$ cat src/rtl/regfile_writeback_if.sv
// Writeback request channel: ALU result plus valid/ready handshake into regfile_writeback.
interface regfile_writeback_if;
    logic        wb_valid;
    logic        wb_ready;
    logic [4:0]  WriteReg;
    logic [31:0] WriteData;
    logic [5:0]  FuncCode;

    modport master (output wb_valid, WriteReg, WriteData, FuncCode, input wb_ready);
    modport slave  (input wb_valid, WriteReg, WriteData, FuncCode, output wb_ready);
endinterface

$ cat src/rtl/regfile_writeback.sv
// Writeback stage: ALU results queue in a small FIFO and commit one per cycle into a 32x32 register file.
// Define WB_BYPASS_EN to forward pending queue entries onto the A/B read ports.
module regfile_writeback #(
    parameter int DEPTH = 2,
    parameter int CNT_W = 16
) (
    input  logic               CLK,
    input  logic               RESET,
    regfile_writeback_if.slave wb,
    input  logic               hold,
    input  logic [4:0]         ReadReg1,
    input  logic [4:0]         ReadReg2,
    output logic [31:0]        A,
    output logic [31:0]        B,
    output logic               commit_valid,
    output logic [4:0]         commit_reg,
    output logic [31:0]        commit_data,
    output logic [CNT_W-1:0]   write_count,
    output logic [CNT_W-1:0]   drop_count
);
    localparam int PTR_W = $clog2(DEPTH);
    localparam int CNT_Q = $clog2(DEPTH + 1);

    logic [31:0]      regs   [32];
    logic [4:0]       q_reg  [DEPTH];
    logic [31:0]      q_data [DEPTH];
    logic [PTR_W-1:0] head;
    logic [PTR_W-1:0] tail;
    logic [CNT_Q-1:0] count;

    logic legal_funct;
    logic accept;
    logic push;
    logic pop;

    // Only the R-type ALU ops that produce a register result are committed.
    assign legal_funct = wb.FuncCode inside {6'd32, 6'd34, 6'd36, 6'd37, 6'd39, 6'd42};
    assign wb.wb_ready = (count < CNT_Q'(DEPTH));
    assign accept      = wb.wb_valid && wb.wb_ready;
    assign push        = accept && legal_funct;
    assign pop         = !hold && (count != '0);

    // NOTE: queue payload has no reset; count and the pointers qualify every
    // read of it, so stale contents are never observed. REGS is architecturally
    // visible and is cleared below.
    always_ff @(posedge CLK) begin
        if (push) begin
            q_reg[tail]  <= wb.WriteReg;
            q_data[tail] <= wb.WriteData;
        end
    end

    always_ff @(posedge CLK) begin
        if (!RESET) begin
            for (int i = 0; i < 32; i++) regs[i] <= '0;
            head         <= '0;
            tail         <= '0;
            count        <= '0;
            commit_valid <= 1'b0;
            commit_reg   <= '0;
            commit_data  <= '0;
            write_count  <= '0;
            drop_count   <= '0;
        end else begin
            commit_valid <= pop;
            if (pop) begin
                regs[q_reg[head]] <= q_data[head];
                commit_reg        <= q_reg[head];
                commit_data       <= q_data[head];
                head              <= head + PTR_W'(1);
                if (write_count != '1) write_count <= write_count + CNT_W'(1);
            end
            if (push) tail <= tail + PTR_W'(1);
            if (accept && !legal_funct && drop_count != '1) drop_count <= drop_count + CNT_W'(1);
            if (push && !pop)      count <= count + CNT_Q'(1);
            else if (!push && pop) count <= count - CNT_Q'(1);
        end
    end

`ifdef WB_BYPASS_EN
    // Walk oldest to youngest so the youngest matching entry overrides.
    always_comb begin
        logic [PTR_W-1:0] idx;
        idx = '0;
        A   = regs[ReadReg1];
        B   = regs[ReadReg2];
        for (int i = 0; i < DEPTH; i++) begin
            idx = head + PTR_W'(i);
            if (CNT_Q'(i) < count) begin
                if (q_reg[idx] == ReadReg1) A = q_data[idx];
                if (q_reg[idx] == ReadReg2) B = q_data[idx];
            end
        end
    end
`else
    assign A = regs[ReadReg1];
    assign B = regs[ReadReg2];
`endif

endmodule
$ cat src/flat_wrapper.sv
// flat-port wrapper written by rule: the top's interface ports become plain ports
module regfile_writeback_flat 
#(
    parameter int DEPTH = 2,
    parameter int CNT_W = 16
)
  (CLK, RESET, hold, ReadReg1, ReadReg2, A, B, commit_valid, commit_reg, commit_data, write_count, drop_count, wb_wb_valid, wb_WriteReg, wb_WriteData, wb_FuncCode, wb_wb_ready);
  regfile_writeback_if wb_i ();
  input  logic CLK;
  input  logic RESET;
  input  logic hold;
  input  logic [4:0] ReadReg1;
  input  logic [4:0] ReadReg2;
  output logic [31:0] A;
  output logic [31:0] B;
  output logic commit_valid;
  output logic [4:0] commit_reg;
  output logic [31:0] commit_data;
  output logic [CNT_W-1:0] write_count;
  output logic [CNT_W-1:0] drop_count;
  input wire logic [$bits(wb_i.wb_valid)-1:0] wb_wb_valid;
  input wire logic [$bits(wb_i.WriteReg)-1:0] wb_WriteReg;
  input wire logic [$bits(wb_i.WriteData)-1:0] wb_WriteData;
  input wire logic [$bits(wb_i.FuncCode)-1:0] wb_FuncCode;
  output wire logic [$bits(wb_i.wb_ready)-1:0] wb_wb_ready;
  assign wb_i.wb_valid = wb_wb_valid;
  assign wb_i.WriteReg = wb_WriteReg;
  assign wb_i.WriteData = wb_WriteData;
  assign wb_i.FuncCode = wb_FuncCode;
  assign wb_wb_ready = wb_i.wb_ready;
  regfile_writeback #(.DEPTH(DEPTH), .CNT_W(CNT_W)) u_core (.CLK(CLK), .RESET(RESET), .wb(wb_i), .hold(hold), .ReadReg1(ReadReg1), .ReadReg2(ReadReg2), .A(A), .B(B), .commit_valid(commit_valid), .commit_reg(commit_reg), .commit_data(commit_data), .write_count(write_count), .drop_count(drop_count));
endmodule
$ cat config.mk
export PLATFORM = sky130hd
export DESIGN_NAME = regfile_writeback_flat
export DESIGN_NICKNAME = d
export VERILOG_FILES = /design/src/rtl/regfile_writeback_if.sv /design/src/rtl/regfile_writeback.sv /design/src/flat_wrapper.sv
export SDC_FILE = /design/constraint.sdc
export NUM_CORES = 2
export LEC_CHECK = 0
export BUFFER_PORTS_ARGS = -buffer_cell sky130_fd_sc_hd__buf_4
export CAP_MARGIN = 20
export CORE_AREA = 8 8 336 403
export DETAILED_ROUTE_END_ITERATION = 8
export DIE_AREA = 0 0 344 411
export GPL_ROUTABILITY_DRIVEN = 0
export GPL_TIMING_DRIVEN = 0
export HOLD_SLACK_MARGIN = 0.12
export PLACE_DENSITY_LB_ADDON = 0.05
export SLEW_MARGIN = 25
export SYNTH_ARGS = -nofsm -noshare
export SYNTH_HDL_FRONTEND = slang
export SYNTH_SLANG_ARGS = --single-unit
$ cat constraint.sdc
create_clock -name CLK -period 3.04 [get_ports CLK]
set_clock_uncertainty 0.2 [all_clocks]
set_input_delay 0.456 -clock CLK [delete_from_list [all_inputs] [get_ports CLK]]
set_output_delay 0.456 -clock CLK [all_outputs]
set_load 0.05 [all_outputs]
==> flow_summary.ini <==
[logic_synthesis]
synth.distinct_cells = 53
synthCells = 3892
ys_async_sr_fraction = 0
yosysTopAreaCell = edfxtp_1
ys_warn_count = 0
syn_avg_cell_area_um2 = 14.8
syn_nets = 3952
synth-edff-count = 1098
synth_top_family_by_area = multiplexers
synth_area_um2 = 57500
synth_fa_ha_area_frac = 0.000653
ys_ff_latch = 1173
synth_compound_area_frac = 0.0458
synth_xor_area_frac = 0.000457
synth_simple_gate_area_share = 0.0872
ys_seq_area_frac = 0.599
synth_area_leaders = edfxtp_1 57%, mux4_2 20%, nor2_1 7.0%, mux2i_1 3.1%, dfxtp_1 2.6%
yosys.area.top_type_share = 0.573
synthMuxAreaShare = 0.232
synth_ff_type = edfxtp_1

[sta]
fmax_ghz = 0.302
tightest_slew_ps = 1500
rsz0062_at_grt = true
fin_crit_sh = 1.09
finalCriticalPeriod_ps = 3310
holdWs_ps = 179
final.setup.tns_ps = -2630
drv_slew = 0
setup_slack_ps = -271
setup_viol = 44
max-slew-margin-rel = 0.00223
finalHoldViolCount = 0

[layout]
n_fill_cell = 10600
finalNetCount = 4393
layout-drive-gt1-share = 0.360
top_regs = u_core.regs (1024), u_core.q_data (64), u_core.commit_data (32)
n_antenna_cell = 0
largest-register = u_core.regs
largest_reg_flops = 1024
area_growth_syn_to_layout_pct = 22.8
final_core_util = 0.547
finalNonFillerCells = 6123

[power]
cellLeakagePower_nw = 24.6
ir_drop_uv = 529
power_density_nw_per_um2 = 604
total_power_mw = 42.6

[critical_path]
crit_chain = buf_2 > clkbuf_4 > clkbuf_4 > mux4_2 > mux2i_2 > a211oi_4 > buf_6
arrival_ps = 2650
slowest_delay_ps = 610
rrSetupSlack_ps = 80
r2r-end = u_core.regs[16][17]
cp-end-kind = output port
path_common_cell = clkbuf_4
setup.worst_path.end = A[21]
crit_path_max_fanout = 10
reg2reg_from = u_core.q_reg[0][3]
crit_path_start = ReadReg1[4]
critPathKind = input pin to output port
required_ps = 2380
worstSetupStartpointType = input pin
crit_slowest_cell = a211oi_4
reg2reg_depth = 6

[grt]
grt_pass1_vias = 38900
grt_max_degree = 33
grt_antenna_before_repair = 0
grt_overflow = 0
grt_util_all_layers = 0.298
grt_pass1_wl_um = 295000

[clocking]
root_buffer = clkbuf_16
h-tree-depth = 4
cts_tree = built
clk_pin_slew_worst_paths_ps = 60
cts_buffer_depth = 3
cts.sinks = 1173
numCtsBuffers = 130
clock_latency_ps = 770

[floorplan]
pin_count = 192
dieWidth_um = 344
initial_core_util = 0.445
die_y_um = 411
coreArea_um2 = 129000
die_area_um2 = 141000
num_rows = 145

[drt]
wire_per_inst_um = 35.3
drt_wl_total_um = 216000
wl_met1_um = 82800
maxUsedRoutingLayer = met4
vias_per_cell = 6.33
drt-initial-drc-count = 4661
wl_met2_um = 105000
wl_met3_um = 21100
postRouteAntennaNets = 0
vias = 38700
dr.pass1.iters = 5
drcViolationCount = 0

[placed_design]
post-place-cells = 5782
detailed_place_hpwl_um = 151000
portBuffers = 187

[status]
failed_checks = capacitance limit, setup timing
status = finished with violations

[flow_run]
maxCapViolations = 2

[hold_path]
min_path_type = input pin to flip-flop
==> power breakdown <==
group / internal (mW) / switching (mW) / leakage (nW)
clock network: 8.58 / 6.70 / 1.95
registers: 18.3 / 0.382 / 11.8
logic: 2.92 / 5.74 / 10.8
total: 29.8 / 12.8 / 24.6
==> through the flow <==
stage	setup WS (ps)	cell area, um^2
floorplan	42.0	57800
global placement	-1990	61400
detailed placement	-1480	61900
CTS	-271	69100
global route	-241	70700
finish	-271	70700
==> worst min path at each step <==
stage                                from                      to  slack (ps)  cells past startpoint
floorplan                     u_core.tail             u_core.tail         260                      2
global placement              u_core.tail             u_core.tail         270                      2
detailed placement  u_core.drop_count[13]   u_core.drop_count[13]         280                      2
CTS                                  hold  u_core.write_count[13]         120                      4
global route             wb_WriteData[12]    u_core.q_data[0][12]         190                      2
finish                               hold  u_core.write_count[13]         180                      4
==> routing by layer <==
metal / GRT usage / vias up
li1: - / 16000
met1: 0.400 / 20300
met2: 0.488 / 2181
met3: 0.0633 / 340
met4: 0.0926 / 0
met5: 0 / -
==> layout by cell type (no fill, tap or decap), types with 37 or more instances in the layout <==
master,instances
mux4_2,512
buf_12,38
nor2_1,1070
nand2_1,52
buf_6,110
buf_4,200
clkbuf_1,89
buf_2,140
a21o_1,52
a211oi_1,37
a211oi_4,44
dlygate4sd3_1,41
mux2i_2,40
edfxtp_1,1098
clkbuf_16,139
clkbuf_4,40
mux2i_4,110
o22ai_1,119
dfxtp_1,75
==> area by class of cell <==
class	instances	area (um^2)	area share
plain buffers	393	2900	0.0410
multi-input cells	2330	24200	0.342
clock buffers	178	3570	0.0505
well taps	1690	2110	0.0299
clock inverters	54	429	0.00607
flip-flops and latches	1173	34500	0.488
repair buffers	293	2970	0.0420
inverters	12	45.0	0.000637
==> synth_stat cells (10+ instances only) <==
| cell type | n |
|---|---|
| edfxtp_1 | 1098 |
| nor2_1 | 1072 |
| mux4_2 | 512 |
| buf_2 | 203 |
| mux2i_1 | 177 |
| o22ai_1 | 128 |
| clkbuf_1 | 124 |
| a211oi_1 | 101 |
| nand2_1 | 92 |
| dfxtp_1 | 75 |
| a21o_1 | 64 |
| buf_4 | 28 |
| buf_1 | 25 |
| a21oi_1 | 21 |
| buf_6 | 15 |
| nand2b_1 | 15 |
| nand3_1 | 13 |
| inv_1 | 11 |
| nand4_1 | 10 |
==> cells by family after synthesis <==
| logic type | Yosys count |
|---|---|
| AO/OA/AOI/OAI | 355 |
| buffers and inverters | 407 |
| AND/OR/NAND/NOR | 1259 |
| flip-flops | 1173 |
| adder cells (fa/ha/maj) | 3 |
| multiplexers | 692 |
| XOR/XNOR | 3 |
==> worst max-delay path, delay by kind of cell <==
family / cells / cell delay, ps
buffers and inverters: 4 / 1150
multiplexers: 2 / 400
AO/OA/AOI/OAI: 1 / 610
==> timing repair <==
action | CTS | global route
pin swaps | 50 | 35
resized for setup | 600 | 242
setup buffers | 28 | 20
endpoints found under the hold margin | 86 | 0
setup endpoints to repair | 1497 | 1533
hold buffers | 41 | 0
gates cloned | 8 | 14
(Power assumes the default switching activity.)
